$ cat src/rtl/ahb_pkg.sv
// Shared AHB-Lite encodings and the copy-engine state type.
// Imported by the copy master and its bench.
package ahb_pkg;

    localparam logic [1:0] HTRANS_IDLE   = 2'b00;
    localparam logic [1:0] HTRANS_NONSEQ = 2'b10;

    localparam logic [2:0] HSIZE_WORD    = 3'b010;
    localparam logic [2:0] HBURST_SINGLE = 3'b000;
    localparam logic [3:0] HPROT_DATA_PRIV = 4'b0011;

    localparam logic [1:0] HRESP_OKAY  = 2'b00;
    localparam logic [1:0] HRESP_ERROR = 2'b01;

    typedef enum logic [2:0] {
        ST_IDLE,
        ST_RD_ADDR,
        ST_RD_DATA,
        ST_WR_ADDR,
        ST_WR_DATA,
        ST_DONE
    } copy_state_t;

endpackage

$ cat src/rtl/ahb_dmem_copy_master.sv
// AHB-Lite word-copy initiator: read one word, write it, advance.
// Single NONSEQ transfers only; all bus outputs are registered.
module ahb_dmem_copy_master
    import ahb_pkg::*;
#(
    parameter int ADDR_W = 32,
    parameter int LEN_W  = 16
) (
    input  logic              hclk,
    input  logic              hrst,
    input  logic              start,
    input  logic [ADDR_W-1:0] src_addr,
    input  logic [ADDR_W-1:0] dst_addr,
    input  logic [LEN_W-1:0]  len_words,
    output logic              busy,
    output logic              done,
    output logic              err,
    output logic [ADDR_W-1:0] haddr,
    output logic [1:0]        htrans,
    output logic              hwrite,
    output logic [2:0]        hsize,
    output logic [2:0]        hburst,
    output logic [3:0]        hprot,
    output logic [31:0]       hwdata,
    input  logic [31:0]       hrdata,
    input  logic              hready,
    input  logic [1:0]        hresp
);

    copy_state_t       state;
    logic [ADDR_W-1:0] src_ptr;
    logic [ADDR_W-1:0] dst_ptr;
    logic [LEN_W-1:0]  count;
    logic [31:0]       data_q;

    logic [ADDR_W-1:0] src_next;
    logic [ADDR_W-1:0] dst_next;
    logic [ADDR_W-1:0] src_align;
    logic [ADDR_W-1:0] dst_align;
    logic              resp_err;

    assign hsize  = HSIZE_WORD;
    assign hburst = HBURST_SINGLE;
    assign hprot  = HPROT_DATA_PRIV;

    // Pointer arithmetic wraps modulo 2^ADDR_W by construction.
    assign src_next  = src_ptr + ADDR_W'(4);
    assign dst_next  = dst_ptr + ADDR_W'(4);
    assign src_align = {src_addr[ADDR_W-1:2], 2'b00};
    assign dst_align = {dst_addr[ADDR_W-1:2], 2'b00};
    assign resp_err  = (hresp == HRESP_ERROR);

    // Copy FSM: drives the registered bus outputs and status flags.
    always_ff @(posedge hclk) begin
        if (hrst) begin
            state   <= ST_IDLE;
            src_ptr <= '0;
            dst_ptr <= '0;
            count   <= '0;
            data_q  <= '0;
            haddr   <= '0;
            htrans  <= HTRANS_IDLE;
            hwrite  <= 1'b0;
            hwdata  <= '0;
            busy    <= 1'b0;
            done    <= 1'b0;
            err     <= 1'b0;
        end else begin
            done <= 1'b0;
            unique case (state)
                ST_IDLE: begin
                    if (start) begin
                        err  <= 1'b0;
                        busy <= 1'b1;
                        if (len_words != '0) begin
                            src_ptr <= src_align;
                            dst_ptr <= dst_align;
                            count   <= len_words;
                            haddr   <= src_align;
                            hwrite  <= 1'b0;
                            htrans  <= HTRANS_NONSEQ;
                            state   <= ST_RD_ADDR;
                        end else begin
                            done  <= 1'b1;
                            state <= ST_DONE;
                        end
                    end
                end
                ST_RD_ADDR: begin
                    if (hready) begin
                        htrans <= HTRANS_IDLE;
                        state  <= ST_RD_DATA;
                    end
                end
                ST_RD_DATA: begin
                    // An ERROR first shows with hready low; act on
                    // the completing cycle only.
                    if (hready) begin
                        if (resp_err) begin
                            err   <= 1'b1;
                            done  <= 1'b1;
                            state <= ST_DONE;
                        end else begin
                            data_q <= hrdata;
                            haddr  <= dst_ptr;
                            hwrite <= 1'b1;
                            htrans <= HTRANS_NONSEQ;
                            state  <= ST_WR_ADDR;
                        end
                    end
                end
                ST_WR_ADDR: begin
                    if (hready) begin
                        htrans <= HTRANS_IDLE;
                        hwdata <= data_q;
                        state  <= ST_WR_DATA;
                    end
                end
                ST_WR_DATA: begin
                    if (hready) begin
                        if (resp_err) begin
                            err    <= 1'b1;
                            done   <= 1'b1;
                            hwrite <= 1'b0;
                            state  <= ST_DONE;
                        end else begin
                            src_ptr <= src_next;
                            dst_ptr <= dst_next;
                            count   <= count - LEN_W'(1);
                            hwrite  <= 1'b0;
                            if (count == LEN_W'(1)) begin
                                done  <= 1'b1;
                                state <= ST_DONE;
                            end else begin
                                haddr  <= src_next;
                                htrans <= HTRANS_NONSEQ;
                                state  <= ST_RD_ADDR;
                            end
                        end
                    end
                end
                ST_DONE: begin
                    busy  <= 1'b0;
                    state <= ST_IDLE;
                end
                default: begin
                    busy   <= 1'b0;
                    htrans <= HTRANS_IDLE;
                    state  <= ST_IDLE;
                end
            endcase
        end
    end

endmodule

$ cat config.mk
export PLATFORM = sky130hd
export DESIGN_NAME = ahb_dmem_copy_master
export DESIGN_NICKNAME = d
export VERILOG_FILES = /design/src/rtl/ahb_pkg.sv /design/src/rtl/ahb_dmem_copy_master.sv
export SDC_FILE = /design/constraint.sdc
export NUM_CORES = 1
export LEC_CHECK = 0
export CORE_ASPECT_RATIO = 0.6
export CORE_UTILIZATION = 51
export CTS_CLUSTER_DIAMETER = 150
export DETAILED_ROUTE_END_ITERATION = 6
export GPL_TIMING_DRIVEN = 0
export PLACE_DENSITY = 0.8
export SLEW_MARGIN = 0
export SYNTH_ARGS = -nofsm -noshare
export SYNTH_HDL_FRONTEND = slang
export SYNTH_SLANG_ARGS = --single-unit
export TNS_END_PERCENT = 10
$ cat constraint.sdc
create_clock -name hclk -period 3.2 [get_ports hclk]
set_input_delay 0.64 -clock hclk [delete_from_list [all_inputs] [get_ports hclk]]
set_output_delay 0.64 -clock hclk [all_outputs]
set_load 0.05 [all_outputs]
Word level (Yosys, flattened, before mapping)
Index checks and enable logic that the tools add are counted.
W data, S select, Z words.

word-level totals
  bits in registers = 185
  bits in latches = 0
  RAM bits = 0
  bits in read-only memories = 0
  input port bits = 118
  output and inout bits = 80
  logic and storage cells = 114
  memories kept = 0

cells by class
  $add $sub $neg = 3
  $mul = 0
  div/mod/pow operators = 0
  $lt $le $gt $ge = 0
  equality and inequality tests = 19
  shifts and indexed selects = 0
  multiplexer cells = 60
  bitwise logic cells = 3
  reductions and logical operators = 17

operators by type and width
  operator                 count
  $mux W32                 13
  $pmux W32 S2             2
  $pmux W32 S3             1
  $add A32 B3 Y32 const B  2
  $mux W16                 4
  $pmux W16 S2             1
  $mux W3                  9
  $ne A2 B2 Y1 const B     9
  $eq A16 B1 Y1 const B    1
  $mux W1                  16
  $mux W2                  8
  $reduce_bool A16 Y1      1
  $sub A16 B1 Y16 const B  1
  $pmux W3 S5              1
  $pmux W2 S5              1
  $reduce_and A5 Y1        2
  $reduce_and A9 Y1        1
  $reduce_and A8 Y1        1
  $eq A3 B2 Y1 const B     2
  $eq A3 B3 Y1 const B     2
  $ne A2 B1 Y1 const B     3
  $pmux W1 S3              2
  $reduce_and A6 Y1        1
  $pmux W1 S2              2
  other kinds (11)         16

Longest topological paths before layout
Gate-level depths: netlist of run 1.

  depth after elaboration = 5
  mapped depth = 10

Worst setup path before layout of run 1
Ideal clock, no wire load.

  path kind = reg-to-reg
  start point = register src_ptr[2]
  end point = register haddr[24]
  library setup time = 0.133 ns
  arrival = 2.381 ns
  setup slack = 0.686 ns
  stages on the path, launching flop included = 10
  path buffers = 2
  period minus slack after synthesis = 2.514 ns
  cells stage by stage = dfxtp_1 ha_1 nand3_1 or4_4 buf_6 or3_4 buf_6 xnor2_2 a222oi_1 a211oi_2

on the way
  longest elaborated chain between the ends = 5

ends and longest elaborated chain
  what                      RTL line                     text
  start: declaration        ahb_dmem_copy_master.sv:31   logic [ADDR_W-1:0] src_ptr;
  start signal: assignment  ahb_dmem_copy_master.sv:76   src_ptr <= src_align;
  start signal: assignment  ahb_dmem_copy_master.sv:127  src_ptr <= src_next;
  $add A32 B3 Y32           ahb_dmem_copy_master.sv:47   assign src_next = src_ptr + ADDR_W'(4);
  $mux W32                  ahb_dmem_copy_master.sv:131  if (count == LEN_W'(1)) begin
  $mux W32                  ahb_dmem_copy_master.sv:121  if (resp_err) begin
  $mux W32                  ahb_dmem_copy_master.sv:120  if (hready) begin
  $pmux W32 S3              ahb_dmem_copy_master.sv:70   unique case (state)
  end signal: assignment    ahb_dmem_copy_master.sv:79   haddr <= src_align;
  end signal: assignment    ahb_dmem_copy_master.sv:105  haddr <= dst_ptr;
  end signal: assignment    ahb_dmem_copy_master.sv:135  haddr <= src_next;
  end: declaration          ahb_dmem_copy_master.sv:18   output logic [ADDR_W-1:0] haddr,

Every way passes these cells. The select of a mux whose other input is x is not followed.
A chain may end at the register's enable or synchronous reset.

Worst setup path after layout of run 1
  start point = input len_words[4]
  end point = register count[2]

on the way
  longest elaborated chain between the ends = 3

ends and longest elaborated chain
  what                         RTL line                     text
  start: declaration           ahb_dmem_copy_master.sv:14   input logic [LEN_W-1:0] len_words,
  $reduce_bool A16 Y1          ahb_dmem_copy_master.sv:75   if (len_words != '0) begin
  $ne A2 B2 Y1 (no line)       --
  $reduce_and A5 Y1 (no line)  --
  end signal: assignment       ahb_dmem_copy_master.sv:78   count <= len_words;
  end signal: assignment       ahb_dmem_copy_master.sv:129  count <= count - LEN_W'(1);
  end: declaration             ahb_dmem_copy_master.sv:33   logic [LEN_W-1:0] count;

Every way passes these cells.

==> results of run 1 <==
## sequential cells by signal, summed over array words and instances, names as in the netlist
name and flops:
data_q 32, hwdata 32, haddr 31, dst_ptr 30
src_ptr 30, count 16, state 3, busy 1
done 1, err 1, htrans 1, hwrite 1
## stage by stage
| step | util, % | std cells | cell area (sq um) |
|---|---|---|---|
| after CTS | 68.36 | 1682 | 11840 |
| after global placement | 64.98 | 1650 | 11250 |
| after detailed placement | 64.98 | 1650 | 11250 |
| final | 68.53 | 1682 | 11870 |
| after floorplan | - | 1235 | 9146 |
| after global routing | 68.53 | 1682 | 11870 |
## cell usage after synthesis (20+ instances only)
| cell | instances |
|---|---|
| nor3_1 | 31 |
| clkbuf_1 | 82 |
| nand3_1 | 36 |
| a22oi_1 | 20 |
| dfxtp_1 | 179 |
| inv_1 | 21 |
| nor2_1 | 128 |
| o21ai_0 | 51 |
| nand2_1 | 238 |
| a21oi_1 | 149 |
| xnor2_1 | 20 |
| a211oi_1 | 37 |
## cell type report
type / count / area, sq um
buffer: 110 / 486.7
clock buffer: 18 / 439.2
clock inverter: 14 / 133.9
fill: 1506 / 5449
inverter: 22 / 82.58
multi-input combinational: 924 / 5035
sequential: 179 / 3583
tap: 234 / 292.8
timing repair buffer: 181 / 1812
## routing by layer
metal / track usage (%) / part of all wire, % / vias up / wire (um)
li1: - / - / 4805 / -
met1: 60.08 / 43 / 4843 / 16100
met2: 48.95 / 36 / 831 / 13360
met3: 18.25 / 19 / 74 / 6974
met4: 8.820 / 1.5 / 4 / 556
met5: 3.056 / 0.24 / - / 89
## worst max-delay path: cells and delay by family
family | cells | cell delay (ps)
buffers and inverters | 3 | 1310
AOI/OAI and AO/OA | 2 | 380
and+or+nand+nor | 4 | 1220
## logic make-up (layout without fill, tap and decap cells)
group | Yosys count | count (layout) | synth area share, %
AND/OR/NAND/NOR | 514 | 514 | 25.22
AO/OA/AOI/OAI | 367 | 367 | 25.83
flip-flops | 179 | 179 | 39.32
buffers and inverters | 132 | 345 | 6.220
XOR/XNOR | 28 | 28 | 2.774
adder cells (fa/ha/maj) | 4 | 4 | 0.5492
other | 2 | 11 | 0.08241
## what timing repair did
action	CTS	global route
buffers inserted	0	0
cloned	0	0
endpoints found under the setup margin	74	67
resized for setup	2	7
## worst paths after layout
path	startpoint	end	slack (ps)	depth (start not counted)
worst max register to register	src_ptr[2]	haddr[24]	30	9
worst max-delay path	len_words[4]	count[2]	-60	9
worst min-delay path	data_q[14]	hwdata[14]	450	2
worst min register to register	data_q[14]	hwdata[14]	450	2
## power by group through the flow
stage	sequential, W	clock [W]	combinational [W]
after global placement	0.00257	0	0.00119
after global routing	0.00255	0.00220	0.00132
after floorplan	0.00269	0	0.000567
after detailed placement	0.00257	0	0.00120
after CTS	0.00252	0.00209	0.00120
final	0.00254	0.00212	0.00125
==> impl_metrics.csv, run 1 <==
group,metric,value,unit
synth,netlist_area,9112,sq um
placed_design,gp_congestion,1.030,
synth,yosysWarnings,0,
placed_design,portBuffers,181,
outcome,run_status,"finished, violations left",
clocking,cts.sinks,179,
critical_path,start_kind,"input pin",
clocking,htree_levels,4,
clocking,holdBufCountCts,0,
outcome,violations,"design-rule violations, negative setup slack",
synth,yosys_register_bits,179,
placed_design,post-place-ws,-679.8,ps
synth,synth_area_leaders,"dfxtp_1, nand2_1, a21oi_1",
critical_path,critPathKind,"input pin to flip-flop",
synth,yosysTopAreaCellShare,39.32,%
timing,whs,452.2,ps
timing,tns,-465.1,ps
critical_path,cp_max_fo,10,
critical_path,cp.required,3500,ps
finish,diodes,0,
timing,setup_ws,-62.43,ps
finish,nets,1557,
finish,final_common_cell,"nand2_1",
clocking,ctsLongestPathBuffers,2,
critical_path,worstPathArrival,3560,ps
clocking,cts.clk_slew.worst_paths,80,ps
power_and_ir_drop,p_switching,0.002032,W
synth,synth_edf_count,0,
flow_run,maxCapViolations,0,
power_and_ir_drop,clockPowerShare,35.9,%
die,die_area,18420,sq um
critical_path,slowest_stage,"or4_1",
route,drc,2,
synth,syn_area_per_cell,7.433,sq um
clocking,cts_tree,"yes",
die,rows,37,
route,ant_nets,0,
power_and_ir_drop,fin_total_pwr,0.005915,W
placed_design,place_hpwl,27.77,mm
clocking,worstSkewPairLatency,440,ps
route,wl,37.08,mm
timing,clock_skew,13.91,ps
power_and_ir_drop,pwr-share-seq,43.0,%
synth,ys_seq_area_share,39.32,%
synth,synth_ff_type,"dfxtp_1",
timing,timing.final.crit_share,102.0,%
timing,finalHoldViolCount,0,
synth,yosys.area.top_type,"dfxtp_1",
global_route,grt_max_degree,19,
power_and_ir_drop,p_sw_share,34.35,%
synth,synth.distinct_cells,65,
route,viasPerCell,6.276,
global_route,grt_pass1_wl,55.17,mm
min_path,holdCritPathClass,"flip-flop to flip-flop",
synth,synth-async-reset-ratio,0,%
global_route,grt_pass1_vias,9272,
synth,synth_cells,1226,
finish,drive_gt1_share,5.041,%
timing,finalCriticalPeriod,3262,ps
timing,tightest_slew,1107,ps
timing,relSlewSlack,24.31,%
route,drt_pre_antenna_iters,7,
power_and_ir_drop,combPwrFrac,21.1,%
clocking,numCtsBuffers,17,
route,routedWlPerCell,22.05,um
route,drt_first_iter_violations,1626,
finish,area.growth.synth_to_final,30.21,%
die,die_h,105.5,um
critical_path,cp_cell_sequence,"clkdlybuf4s50_1 -> or4_1 -> nor4_4 -> a221o_1 -> clkbuf_1 -> clkbuf_1 -> nor2_1 -> a21oi_1 -> nor2_1",
global_route,antenna_found_initial,0,
power_and_ir_drop,intPower,0.003883,W
die,ioPinCount,198,
global_route,overflow,0,
route,vias,10560,
power_and_ir_drop,ir_worst_vdd,369.6,uV
global_route,grt_util_all_layers,39.72,%
clocking,cts_root_buffer,"clkbuf_16",
die,initial_utilization,52.63,%
timing,setup_viol,15,
power_and_ir_drop,leakagePower,4.214,nW
timing,max_freq,306.5,MHz
timing,finalMaxSlewViolations,0,
power_and_ir_drop,pwr_density_cell,498.5,nW/um^2
critical_path,slowest_delay,590,ps
finish,final_cell_mix,"nand2_1, clkdlybuf4s50_1, dfxtp_1",
die,fp.dieW,174.6,um
die,core,17310,sq um
timing,rsz0062_at_grt,"true",
critical_path,end_kind,"flip-flop",
No activity file was read; power rests on OpenSTA's default activity.
==> inputs of run 2 (changes only) <==
--- a/config.mk
+++ b/config.mk
@@ -6,12 +6,13 @@
 export NUM_CORES = 1
 export LEC_CHECK = 0
 export CORE_ASPECT_RATIO = 0.6
-export CORE_UTILIZATION = 51
+export CORE_UTILIZATION = 57
 export CTS_CLUSTER_DIAMETER = 150
 export DETAILED_ROUTE_END_ITERATION = 6
+export DONT_BUFFER_PORTS = 1
 export GPL_TIMING_DRIVEN = 0
-export PLACE_DENSITY = 0.8
-export SLEW_MARGIN = 0
+export PLACE_DENSITY = 0.72
+export SLEW_MARGIN = 20
 export SYNTH_ARGS = -nofsm -noshare
 export SYNTH_HDL_FRONTEND = slang
 export SYNTH_SLANG_ARGS = --single-unit
==> impl_metrics.csv, run 2 (synthesis gave the netlist of run 1 again) <==
group,metric,value,unit
route,vias,9732,
flow_run,maxCapViolations,0,
finish,final_cell_mix,"nand2_1, dfxtp_1, a21oi_1",
die,initial_utilization,58.78,%
global_route,grt_pass1_wl,49.97,mm
clocking,worstSkewPairLatency,440,ps
clocking,htree_levels,4,
clocking,post-cts-setup-buffer-count,0,
global_route,antenna_found_initial,0,
finish,drive_gt1_share,5.521,%
clocking,numCtsBuffers,17,
clocking,ctsLongestPathBuffers,2,
clocking,cts_tree,"yes",
timing,finalCriticalPeriod,3111,ps
finish,diodes,0,
placed_design,placed_cells,1438,
critical_path,cp.required,3510,ps
die,die_h,99.94,um
global_route,grt_util_all_layers,41.22,%
die,ioPinCount,198,
placed_design,place_hpwl,25.43,mm
placed_design,place_area,9400,sq um
finish,design_area,9991,sq um
die,core,15500,sq um
die,die_area,16510,sq um
clocking,cts.clk_slew.worst_paths,80,ps
route,ant_nets,0,
route,routedWlPerCell,23.46,um
finish,final_cells,1471,
critical_path,cp_max_fo,10,
timing,finalHoldViolCount,0,
timing,tns,0,ps
timing,timing.final.crit_share,97.23,%
finish,nets,1377,
timing,setup_viol,0,
clocking,cts.sinks,179,
route,drt_pre_antenna_iters,7,
route,drc,30,
min_path,holdCritPathClass,"input pin to flip-flop",
finish,area.growth.synth_to_final,9.639,%
timing,tightest_slew,971.6,ps
outcome,violations,"design-rule violations",
timing,max_freq,321.4,MHz
finish,top_regs,"data_q: 32 flops, hwdata: 32 flops, haddr: 31 flops",
global_route,grt_pass1_vias,8207,
finish,nFillCells,1394,
global_route,overflow,0,
timing,relSlewSlack,35.23,%
critical_path,end_kind,"flip-flop",
critical_path,start_kind,"flip-flop",
power_and_ir_drop,pwr_density_cell,561.5,nW/um^2
clocking,cts_root_buffer,"clkbuf_16",
die,rows,35,
route,viasPerCell,6.616,
placed_design,portBuffers,0,
critical_path,worstPathArrival,3420,ps
placed_design,gp_congestion,1.015,
finish,final_common_cell,"nand2_1",
power_and_ir_drop,leakagePower,3.515,nW
finish,utilization,64.45,%
outcome,run_status,"finished, violations left",
clocking,holdBufCountCts,0,
power_and_ir_drop,fin_total_pwr,0.005610,W
global_route,grt_max_degree,19,
power_and_ir_drop,ir_worst_vdd,308.6,uV
critical_path,critPathKind,"flip-flop to flip-flop",
route,drt_first_iter_violations,1545,
die,fp.dieW,165.2,um
timing,rsz0062_at_grt,"false",
route,wl,34.50,mm
timing,finalMaxSlewViolations,0,
timing,clock_skew,16.82,ps
==> run 2: cell types whose count changed in the layout (fill, tap and decap cells not counted), sizes merged <==
cell,delta
clkinv,+3
inv,-4
buf,+1
clkdlybuf4s50,-181
clkinvlp,+1
==> run 2: through the flow <==
step           hold slack (ps)  setup WS (ps)
6_report                 326.1          88.65
5_1_grt                  330.1          18.91
4_1_cts                  332.4          94.49
3_5_place_dp             444.7         -239.2
3_3_place_gp             440.0         -190.7
2_1_floorplan            432.2          686.1
==> run 2: power breakdown <==
part           total [W]  internal (W)  switching (W)
clock            0.00208       0.00103        0.00104
combinational   0.000813      0.000265       0.000548
sequential       0.00272       0.00237       0.000352
==> run 2: layout make-up <==
class | count | area [sq um] | share of cell area (%)
repair buffers | 1 | 5.005 | 0.05009
clock buffers | 18 | 429.2 | 4.296
clock inverters | 14 | 141.4 | 1.415
multi-input cells | 924 | 5011 | 50.16
plain buffers | 110 | 484.2 | 4.847
well taps | 203 | 254.0 | 2.542
flip-flops and latches | 179 | 3583 | 35.87
inverters | 22 | 82.58 | 0.8265
==> run 2: per-layer routing <==
layer / global-route usage, % / vias to the layer above / part of all wire [%]
li1: - / 4426 / -
met1: 60.32 / 4444 / 41
met2: 49.86 / 800 / 35
met3: 23.93 / 62 / 21
met4: 9.033 / 0 / 2.0
met5: 0 / - / 0
==> run 2: repair_timing <==
action / CTS / global route
hold endpoints to repair: 0 / 0
gates resized for setup: 0 / 2
endpoints found under the setup margin: 0 / 29
==> run 2: worst max-delay path: stages (launching register included) <==
cell	delay, ps
dfxtp_1	390
nor2_1	310
o21ai_0	280
a221oi_1	620
clkbuf_2	290
clkbuf_1	660
o21ai_0	210
a2bb2oi_1	180
nor2_1	50
==> run 2: worst paths after layout <==
| path | startpoint | to | slack (ps) | depth (start not counted) |
|---|---|---|---|---|
| max | state[1] | count[13] | 90 | 8 |
| min | hrdata[24] | data_q[24] | 330 | 2 |
| max reg2reg | state[1] | count[13] | 90 | 8 |
| min reg2reg | data_q[29] | hwdata[29] | 450 | 2 |
